[src/rtl/hififo_pcie_lite.sv]
`default_nettype none
// ============================================================================
// Module   : hififo_pcie_lite
// Purpose  : PCIe PIO endpoint (64-bit AXIS TLPs): register file, from-PC
//            word port and a 16-deep to-PC FIFO read back by the host.
// Revision : 1.0
// ============================================================================
module hififo_pcie_lite #(
    parameter int TPC_DEPTH_LOG2 = 4
) (
    input  logic        clock,
    input  logic        pci_reset,
    input  logic [15:0] pci_id,
    output logic        interrupt_out,
    input  logic        s_axis_tx_tready,
    output logic [63:0] s_axis_tx_tdata,
    output logic        s_axis_tx_1dw,
    output logic        s_axis_tx_tlast,
    output logic        s_axis_tx_tvalid,
    input  logic        m_axis_rx_tvalid,
    input  logic        m_axis_rx_tlast,
    input  logic [63:0] m_axis_rx_tdata,
    output logic        tpc0_reset,
    input  logic [63:0] tpc0_data,
    input  logic        tpc0_write,
    output logic        tpc0_ready,
    output logic        fpc0_reset,
    output logic [63:0] fpc0_data,
    input  logic        fpc0_read,
    output logic        fpc0_valid
);

    localparam logic [TPC_DEPTH_LOG2:0]   c_depth   = {1'b1, {TPC_DEPTH_LOG2{1'b0}}};
    localparam logic [TPC_DEPTH_LOG2:0]   c_cnt_one = (TPC_DEPTH_LOG2+1)'(1);
    localparam logic [TPC_DEPTH_LOG2-1:0] c_ptr_one = TPC_DEPTH_LOG2'(1);
    localparam logic [7:0]                c_fmt_mwr = 8'h40;
    localparam logic [7:0]                c_fmt_mrd = 8'h00;

    typedef enum logic [1:0] {RX_HDR = 2'd0, RX_BODY = 2'd1, RX_SKIP = 2'd2} rx_state_t;
    typedef enum logic [1:0] {TX_IDLE = 2'd0, TX_BEAT0 = 2'd1, TX_BEAT1 = 2'd2} tx_state_t;

    rx_state_t r_rx_state;
    tx_state_t r_tx_state;
    logic        r_rx_is_wr;
    logic [15:0] r_req_id;
    logic [7:0]  r_tag;

    logic [2:0]  r_ctrl;
    logic [31:0] r_scratch;
    logic [31:0] r_fpc_lo;
    logic [63:0] r_fpc_data;
    logic        r_fpc_valid;
    logic        r_fpc_ovf;

    logic [63:0]               r_mem [0:(1<<TPC_DEPTH_LOG2)-1];
    logic [TPC_DEPTH_LOG2-1:0] r_wr_ptr;
    logic [TPC_DEPTH_LOG2-1:0] r_rd_ptr;
    logic [TPC_DEPTH_LOG2:0]   r_tpc_count;

    logic [63:0] r_tx_data;
    logic [63:0] r_cpl_beat1;
    logic        r_tx_valid;
    logic        r_tx_last;
    logic        r_irq;

    logic        w_hdr_mwr;
    logic        w_hdr_mrd;
    logic        w_body;
    logic        w_wr_en;
    logic        w_rd_en;
    logic [2:0]  w_idx;
    logic [31:0] w_wdata;
    logic        w_fifo_empty;
    logic        w_push;
    logic        w_pop;
    logic        w_fpc_pop;
    logic        w_fpc_hi_wr;
    logic        w_status_wr;
    logic [63:0] w_head;
    logic [31:0] w_status;
    logic [31:0] w_rdata;

    assign w_hdr_mwr    = (m_axis_rx_tdata[31:24] == c_fmt_mwr) && (m_axis_rx_tdata[9:0] == 10'd1);
    assign w_hdr_mrd    = (m_axis_rx_tdata[31:24] == c_fmt_mrd) && (m_axis_rx_tdata[9:0] == 10'd1);
    assign w_body       = (r_rx_state == RX_BODY) && m_axis_rx_tvalid;
    assign w_wr_en      = w_body && r_rx_is_wr;
    // A read arriving while a completion is still in flight is dropped whole.
    assign w_rd_en      = w_body && !r_rx_is_wr && (r_tx_state == TX_IDLE);
    assign w_idx        = m_axis_rx_tdata[4:2];
    assign w_wdata      = m_axis_rx_tdata[63:32];
    assign w_fifo_empty = (r_tpc_count == '0);
    assign w_head       = r_mem[r_rd_ptr];
    assign w_push       = tpc0_write && tpc0_ready;
    assign w_pop        = w_rd_en && (w_idx == 3'd7) && !w_fifo_empty;
    assign w_fpc_pop    = fpc0_read && r_fpc_valid;
    assign w_fpc_hi_wr  = w_wr_en && (w_idx == 3'd5);
    assign w_status_wr  = w_wr_en && (w_idx == 3'd1);

    always_comb begin
        w_status        = '0;
        w_status[0]     = !w_fifo_empty;
        w_status[8:4]   = 5'(r_tpc_count);
        w_status[16]    = r_fpc_valid;
        w_status[17]    = r_fpc_ovf;
        w_rdata         = '0;
        case (w_idx)
            3'd0:    w_rdata = {29'b0, r_ctrl};
            3'd1:    w_rdata = w_status;
            3'd2:    w_rdata = r_scratch;
            3'd6:    w_rdata = w_fifo_empty ? 32'h0 : w_head[31:0];
            3'd7:    w_rdata = w_fifo_empty ? 32'h0 : w_head[63:32];
            default: w_rdata = '0;
        endcase
    end

    always_ff @(posedge clock or negedge pci_reset) begin
        if (!pci_reset) begin
            r_rx_state <= RX_HDR;
            r_rx_is_wr <= 1'b0;
            r_req_id   <= '0;
            r_tag      <= '0;
        end else if (m_axis_rx_tvalid) begin
            case (r_rx_state)
                RX_HDR: begin
                    r_rx_is_wr <= w_hdr_mwr;
                    r_req_id   <= m_axis_rx_tdata[63:48];
                    r_tag      <= m_axis_rx_tdata[47:40];
                    if (m_axis_rx_tlast)
                        r_rx_state <= RX_HDR;
                    else if (w_hdr_mwr || w_hdr_mrd)
                        r_rx_state <= RX_BODY;
                    else
                        r_rx_state <= RX_SKIP;
                end
                RX_BODY: r_rx_state <= m_axis_rx_tlast ? RX_HDR : RX_SKIP;
                RX_SKIP: if (m_axis_rx_tlast) r_rx_state <= RX_HDR;
                default: r_rx_state <= RX_HDR;
            endcase
        end
    end

    always_ff @(posedge clock or negedge pci_reset) begin
        if (!pci_reset) begin
            r_ctrl    <= '0;
            r_scratch <= '0;
            r_fpc_lo  <= '0;
        end else if (w_wr_en) begin
            case (w_idx)
                3'd0:    r_ctrl    <= w_wdata[2:0];
                3'd2:    r_scratch <= w_wdata;
                3'd4:    r_fpc_lo  <= w_wdata;
                default: ;
            endcase
        end
    end

    // A new word is accepted only if the slot is empty or being drained this cycle.
    always_ff @(posedge clock or negedge pci_reset) begin
        if (!pci_reset) begin
            r_fpc_data  <= '0;
            r_fpc_valid <= 1'b0;
            r_fpc_ovf   <= 1'b0;
        end else if (r_ctrl[2]) begin
            r_fpc_valid <= 1'b0;
            r_fpc_ovf   <= 1'b0;
        end else begin
            if (w_fpc_hi_wr && r_fpc_valid && !w_fpc_pop)
                r_fpc_ovf <= 1'b1;
            else if (w_status_wr)
                r_fpc_ovf <= 1'b0;
            if (w_fpc_hi_wr && (!r_fpc_valid || w_fpc_pop)) begin
                r_fpc_data  <= {w_wdata, r_fpc_lo};
                r_fpc_valid <= 1'b1;
            end else if (w_fpc_pop) begin
                r_fpc_valid <= 1'b0;
            end
        end
    end

    always_ff @(posedge clock or negedge pci_reset) begin
        if (!pci_reset) begin
            r_wr_ptr    <= '0;
            r_rd_ptr    <= '0;
            r_tpc_count <= '0;
        end else if (r_ctrl[1]) begin
            r_wr_ptr    <= '0;
            r_rd_ptr    <= '0;
            r_tpc_count <= '0;
        end else begin
            if (w_push) r_wr_ptr <= r_wr_ptr + c_ptr_one;
            if (w_pop)  r_rd_ptr <= r_rd_ptr + c_ptr_one;
            case ({w_push, w_pop})
                2'b10:   r_tpc_count <= r_tpc_count + c_cnt_one;
                2'b01:   r_tpc_count <= r_tpc_count - c_cnt_one;
                default: ;
            endcase
        end
    end

    always_ff @(posedge clock) begin
        if (w_push) r_mem[r_wr_ptr] <= tpc0_data;
    end

    always_ff @(posedge clock or negedge pci_reset) begin
        if (!pci_reset) begin
            r_tx_state  <= TX_IDLE;
            r_tx_data   <= '0;
            r_cpl_beat1 <= '0;
            r_tx_valid  <= 1'b0;
            r_tx_last   <= 1'b0;
        end else begin
            case (r_tx_state)
                TX_IDLE: if (w_rd_en) begin
                    r_tx_data   <= {pci_id, 16'h0004, 32'h4A000001};
                    r_cpl_beat1 <= {w_rdata, r_req_id, r_tag, 1'b0, m_axis_rx_tdata[6:0]};
                    r_tx_valid  <= 1'b1;
                    r_tx_last   <= 1'b0;
                    r_tx_state  <= TX_BEAT0;
                end
                TX_BEAT0: if (s_axis_tx_tready) begin
                    r_tx_data  <= r_cpl_beat1;
                    r_tx_last  <= 1'b1;
                    r_tx_state <= TX_BEAT1;
                end
                TX_BEAT1: if (s_axis_tx_tready) begin
                    r_tx_valid <= 1'b0;
                    r_tx_last  <= 1'b0;
                    r_tx_state <= TX_IDLE;
                end
                default: r_tx_state <= TX_IDLE;
            endcase
        end
    end

    always_ff @(posedge clock or negedge pci_reset) begin
        if (!pci_reset) r_irq <= 1'b0;
        else            r_irq <= r_ctrl[0] && !w_fifo_empty;
    end

    assign interrupt_out    = r_irq;
    assign s_axis_tx_tdata  = r_tx_data;
    assign s_axis_tx_tvalid = r_tx_valid;
    assign s_axis_tx_tlast  = r_tx_last;
    assign s_axis_tx_1dw    = 1'b0;
    assign tpc0_reset       = r_ctrl[1];
    assign fpc0_reset       = r_ctrl[2];
    assign tpc0_ready       = !r_ctrl[1] && (r_tpc_count < c_depth);
    assign fpc0_data        = r_fpc_data;
    assign fpc0_valid       = r_fpc_valid;

endmodule
`default_nettype wire

[config.mk]
export PLATFORM = sky130hd
export DESIGN_NAME = hififo_pcie_lite
export DESIGN_NICKNAME = d
export VERILOG_FILES = /design/src/rtl/hififo_pcie_lite.sv
export SDC_FILE = /design/constraint.sdc
export NUM_CORES = 1
export LEC_CHECK = 0
export CAP_MARGIN = 20
export CORE_MARGIN = 2
export CORE_UTILIZATION = 50
export CTS_CLUSTER_SIZE = 16
export DETAILED_ROUTE_END_ITERATION = 8
export PLACE_DENSITY = 0.78
export SETUP_SLACK_MARGIN = 0.15
export SLEW_MARGIN = 20
export SYNTH_ARGS = -nofsm -noshare
export SYNTH_HDL_FRONTEND = slang
export SYNTH_SLANG_ARGS = --single-unit
[constraint.sdc]
create_clock -name clock -period 3.9 [get_ports clock]
set_clock_uncertainty 0.1 [all_clocks]
set_input_delay 1.17 -clock clock [delete_from_list [all_inputs] [get_ports clock]]
set_output_delay 1.17 -clock clock [all_outputs]
set_load 0.05 [all_outputs]
* After elaboration in Yosys (flattened, before gate mapping)
Memories as Yosys holds them, arrays and structs flattened. Index checks and enable logic that the tools add are counted. W data, S select, Z words.
Cells by class: bitwise operators 1, muxes and demuxes 35, add/subtract/negate cells 4, $lt $le $gt $ge 1, reductions and logical operators 48, equal/unequal tests 18
Operator list (number):
- $pmux W32 S5 | 1
- $mux W64 | 2
- $pmux W64 S2 | 1
- $mux W32 | 2
- $logic_and A1 B1 Y1 | 17
- $mux W4 | 4
- $mux W2 | 7
- $reduce_and A2 Y1 | 7
- $eq A3 B3 Y1 const B | 4
- $mux W1 | 12
- $pmux W2 S3 | 2
- $reduce_bool A3 Y1 | 4
- $eq A10 B1 Y1 const B | 1
- $pmux W5 S2 | 1
- $reduce_and A3 Y1 | 3
- $add A4 B1 Y4 const B | 2
- $eq A8 B7 Y1 const B | 1
- $logic_not A8 Y1 | 1
- $ne A2 B2 Y1 const B | 4
- $reduce_bool A2 Y1 | 4
- $eq A2 B1 Y1 const B | 3
- $eq A2 B2 Y1 const B | 3
- $add A5 B1 Y5 const B | 1
- $logic_not A1 Y1 | 5
- other kinds (13) | 15
Word-level totals: memories kept 1, input bits 151, flip-flop bits (word level) 305, memory bits (writable) 1024, output and inout bits 136, logic and storage cells 127
Memories:
- r_mem | depth 16, bits a word 64, read ports 1, clocked after memory_dff 0, wr ports 1, line 55 | logic [63:0] r_mem [0:(1<<TPC_DEPTH_LOG2)-1];

* Depth between registers and ports, before layout
Gate-level depths: netlist of the first run.
depth in word-level cells 9, depth in mapped cells 11

* Least setup slack after synthesis of the first run
Ideal clock, no wire load.
kind input port to flip-flop, start input tpc0_write, end memory r_mem[0][0], enable pin, slack -0.049 ns, library setup time 0.429 ns, required time 3.371 ns, stages on the path 3, arrival time 3.420 ns, path through or3b_2 -> nor3_1 -> and2_1
On the way: longest elaborated chain between the ends 3
RTL lines:
- start, declared | line 25 | input logic tpc0_write,
- $logic_and A1 B1 Y1 | line 93 | assign w_push = tpc0_write && tpc0_ready;
- $mux W1 | line 201 | if (w_push) r_mem[r_wr_ptr] <= tpc0_data;
- $mux W1 (not written as such) | line 201
- end, declared | line 55
No other way between the ends.

* Final worst setup path of the first run
start register r_tpc_count[4], end output tpc0_ready
On the way: longest elaborated chain between the ends 2
RTL lines:
- start, declared | line 58 | logic [TPC_DEPTH_LOG2:0] r_tpc_count;
- start signal, assigned | line 193 | 2'b10: r_tpc_count <= r_tpc_count + c_cnt_one;
- start signal, assigned | line 194 | 2'b01: r_tpc_count <= r_tpc_count - c_cnt_one;
- $lt A5 B5 Y1 | line 247 | assign tpc0_ready = !r_ctrl[1] && (r_tpc_count < c_depth);
- $logic_and A1 B1 Y1 | line 247
- end, declared | line 26 | output logic tpc0_ready,
No other way between the ends.

==> impl_metrics.json, run 1 <==
{
  "dpl.cell_count": 4302,
  "num_rows": 117,
  "start_kind": "flip-flop",
  "peakVddDrop_v": 0.000391,
  "finalHoldViolations": 0,
  "via_per_inst": 6.11,
  "cts_root_buf": "clkbuf_16",
  "regArea_sq_um": 38400,
  "start_util": 0.506,
  "power_mw": 29.2,
  "clk_pin_slew_ps": 60,
  "finalCritPeriodShare": 0.921,
  "yosys_register_bits": 1328,
  "synthCells": 2703,
  "synth_seq_area_share": 0.743,
  "cellLeakagePower_nw": 21.0,
  "setup_viol": 0,
  "hold_buffers": 0,
  "nets": 3215,
  "yosysTopAreaCell": "edfxtp_1",
  "crit_type": "flip-flop to output pin",
  "ff2ff_setup_slack_ps": 680,
  "fin_area_sq_um": 61100,
  "dr.first_iter.drc_count": 3005,
  "syn_to_final_growth_pct": 18.3,
  "synthFlopType": "edfxtp_1",
  "fillCellCount": 6939,
  "core_area_sq_um": 102000,
  "yosysTopAreaCellShare": 0.596,
  "track_usage": 0.239,
  "synthArstFlopShare": 0.229,
  "r2r-start": "r_tx_state[1]",
  "die_x_microns": 325,
  "grt_max_degree": 128,
  "cts_tree": "built",
  "cts_resized": 0,
  "rsz0062_at_grt": "no",
  "grt_pass1_wl_microns": 188000,
  "fin_setup_tns_ps": 0,
  "crit_end": "tpc0_ready",
  "dpl-instance-area_sq_um": 57000,
  "clk_latency_ps": 710,
  "tightest_slew_ps": 782,
  "cts_buffer_depth": 3,
  "utilization": 0.599,
  "num_vias": 27700,
  "wire_per_inst_microns": 27.9,
  "crit_start": "r_tpc_count[4]",
  "synth_cell_types": 57,
  "ios": 287,
  "hp-class": "input port to asynchronous set/reset pin",
  "stdcell_count": 4532,
  "port_buffers": 270,
  "drv_cap": 0,
  "fmax_mhz": 279,
  "die_area_sq_um": 106000,
  "cts_buffers": 121,
  "r2r_end": "r_tpc_count[4]",
  "gr-total-overflow": 0,
  "grt_pass1_vias": 28500,
  "maxSlewHeadroom": 0.479,
  "antenna_found_initial": 10,
  "die-height_microns": 325,
  "r2r_cells": 10,
  "crit_path_end_kind": "output pin",
  "synthTopCellsByArea": "edfxtp_1 (60%), dfrtp_1 (15%), mux4_2 (11%), mux2_2 (3.4%), mux2i_1 (2.5%)",
  "synth_edf_count": 1024,
  "critPathArrivalTime_ps": 2320,
  "layout-drive-gt1-share": 0.243,
  "drc_errors": 0,
  "clock_sinks": 1328,
  "drt-pass1-iter-count": 6,
  "yosys_warnings": 0,
  "maxSlewViolCount": 0,
  "avgSynthCellArea_sq_um": 19.1,
  "wirelength_microns": 127000,
  "worstPathMaxFanout": 8,
  "powerDensity_nw_per_um2": 477,
  "status": "complete, no violations",
  "required_ps": 2630,
  "multi_input_area_sq_um": 12600,
  "synth_area_sq_um": 51600,
  "hpwl_microns": 75800,
  "globalplace.congestion": 0.880,
  "fin_crit_ps": 3590,
  "postRouteAntennaNets": 0,
  "cts_max_level": 3,
  "cts_setup_buffers": 0
}
## synthesized netlist by cell type, types with 2 or more instances
cell type and count:
a21o_1 4, nand2_1 222, and3b_1 2, a31oi_1 6, nor4_1 3, and3_1 24
or3_1 3, ha_1 7, xnor2_1 4, o22a_1 19, nor3_1 29, o22ai_1 28
a32oi_1 4, mux2_1 6, buf_4 8, mux4_2 256, nor4b_1 2, o21ai_0 46
nor3b_1 22, a311oi_1 2, or4_1 3, inv_1 12, a21oi_1 29, buf_1 14
a22oi_1 39, nand3_1 54, nand4_1 5, nor2b_1 11, edfxtp_1 1024, mux2_2 158
o211ai_1 9, buf_2 66, buf_6 6, xor2_1 4, clkbuf_1 64, mux2i_1 131
nand3b_1 3, and2_1 20, nor2_1 29, a211oi_1 4, dfrtp_1 304, nand2b_1 2
## final cells by class
cell class	count	share of cell area
timing repair buffer	388	0.0703
multi-input combinational	1206	0.205
tap	1368	0.0280
clock buffer	142	0.0526
inverter	12	0.000737
clock inverter	86	0.0145
antenna	2	0.0000819
sequential	1328	0.628
## per-stage QoR
stage          worst slack, ps  hold WS, ps
6_report                   310          294
5_1_grt                    295          330
4_1_cts                    290          296
3_5_place_dp             -9.61          349
3_3_place_gp              24.9          350
2_1_floorplan              444          333
## worst min-delay path by stage
stage / start / end / slack, ps
global placement: r_req_id[3] / r_cpl_beat1[19] / 350
finish: pci_reset / fpc0_data[50] / 290
detailed placement: r_req_id[1] / r_cpl_beat1[17] / 350
floorplan: r_cpl_beat1[36] / s_axis_tx_tdata[36] / 330
global route: pci_reset / fpc0_data[50] / 330
CTS: pci_reset / fpc0_data[50] / 300
## registers in the layout, summed over array words and instances, names as in the netlist
signal,cells
r_cpl_beat1,63
r_tag,8
fpc0_valid,1
s_axis_tx_tdata,63
r_mem,1024
s_axis_tx_tvalid,1
r_rd_ptr,4
r_fpc_lo,32
r_ctrl,3
r_rx_is_wr,1
r_tx_state,2
s_axis_tx_tlast,1
r_scratch,32
r_tpc_count,5
r_rx_state,2
r_wr_ptr,4
r_req_id,16
interrupt_out,1
r_fpc_ovf,1
fpc0_data,64
## per-layer routing
metal / global-route usage / vias up / share of wire
met5: 0 / - / 0.00061
met1: 0.318 / 14400 / 0.38
met4: 0.0850 / 10 / 0.036
li1: - / 11500 / -
met3: 0.0520 / 277 / 0.095
met2: 0.391 / 1529 / 0.49
## cell usage in the layout (no fill, tap or decap), types with 28 or more instances in the layout
master | netlist | layout
edfxtp_1 | 1024 | 1024
dfrtp_1 | 304 | 300
clkdlybuf4s50_1 | 0 | 269
mux4_2 | 256 | 256
nand2_1 | 222 | 220
mux2_2 | 158 | 158
mux2i_1 | 131 | 131
clkbuf_16 | 0 | 122
buf_4 | 8 | 62
buf_12 | 0 | 56
nand3_1 | 54 | 53
o21ai_0 | 46 | 46
a22oi_1 | 39 | 39
clkinv_2 | 0 | 33
nor3_1 | 29 | 29
a21oi_1 | 29 | 29
o22ai_1 | 28 | 28
## kinds of logic after synthesis
group           count (synthesis)  synth area share
xor+xnor                        8           0.00136
other cells                     1         0.0000726
mux                           551             0.173
flops                        1328             0.743
compound gates                198            0.0253
fa+ha+maj                       7           0.00170
simple gates                  440            0.0402
buf+inv                       170            0.0154
## worst max-delay path, stage by stage, from the launching register on
cell	delay (ps)
dfrtp_1	470
nor2_1	250
clkdlybuf4s50_1	900
## power breakdown
group	switching (mW)	internal (mW)
Clock	5.20	6.91
Combinational	0.793	0.490
Sequential	0.174	15.6
Total	6.17	23.0
No activity file was read; power rests on OpenSTA's default activity.
==> run 2, diff against run 1 <==
--- a/config.mk
+++ b/config.mk
@@ -5,6 +5,7 @@
 export SDC_FILE = /design/constraint.sdc
 export NUM_CORES = 1
 export LEC_CHECK = 0
+export ABC_CLOCK_PERIOD_IN_PS = 3900
 export CAP_MARGIN = 20
 export CORE_MARGIN = 2
 export CORE_UTILIZATION = 50
==> results of run 2 <==
The final DEF is identical to that of run 1; final timing and power are the same.
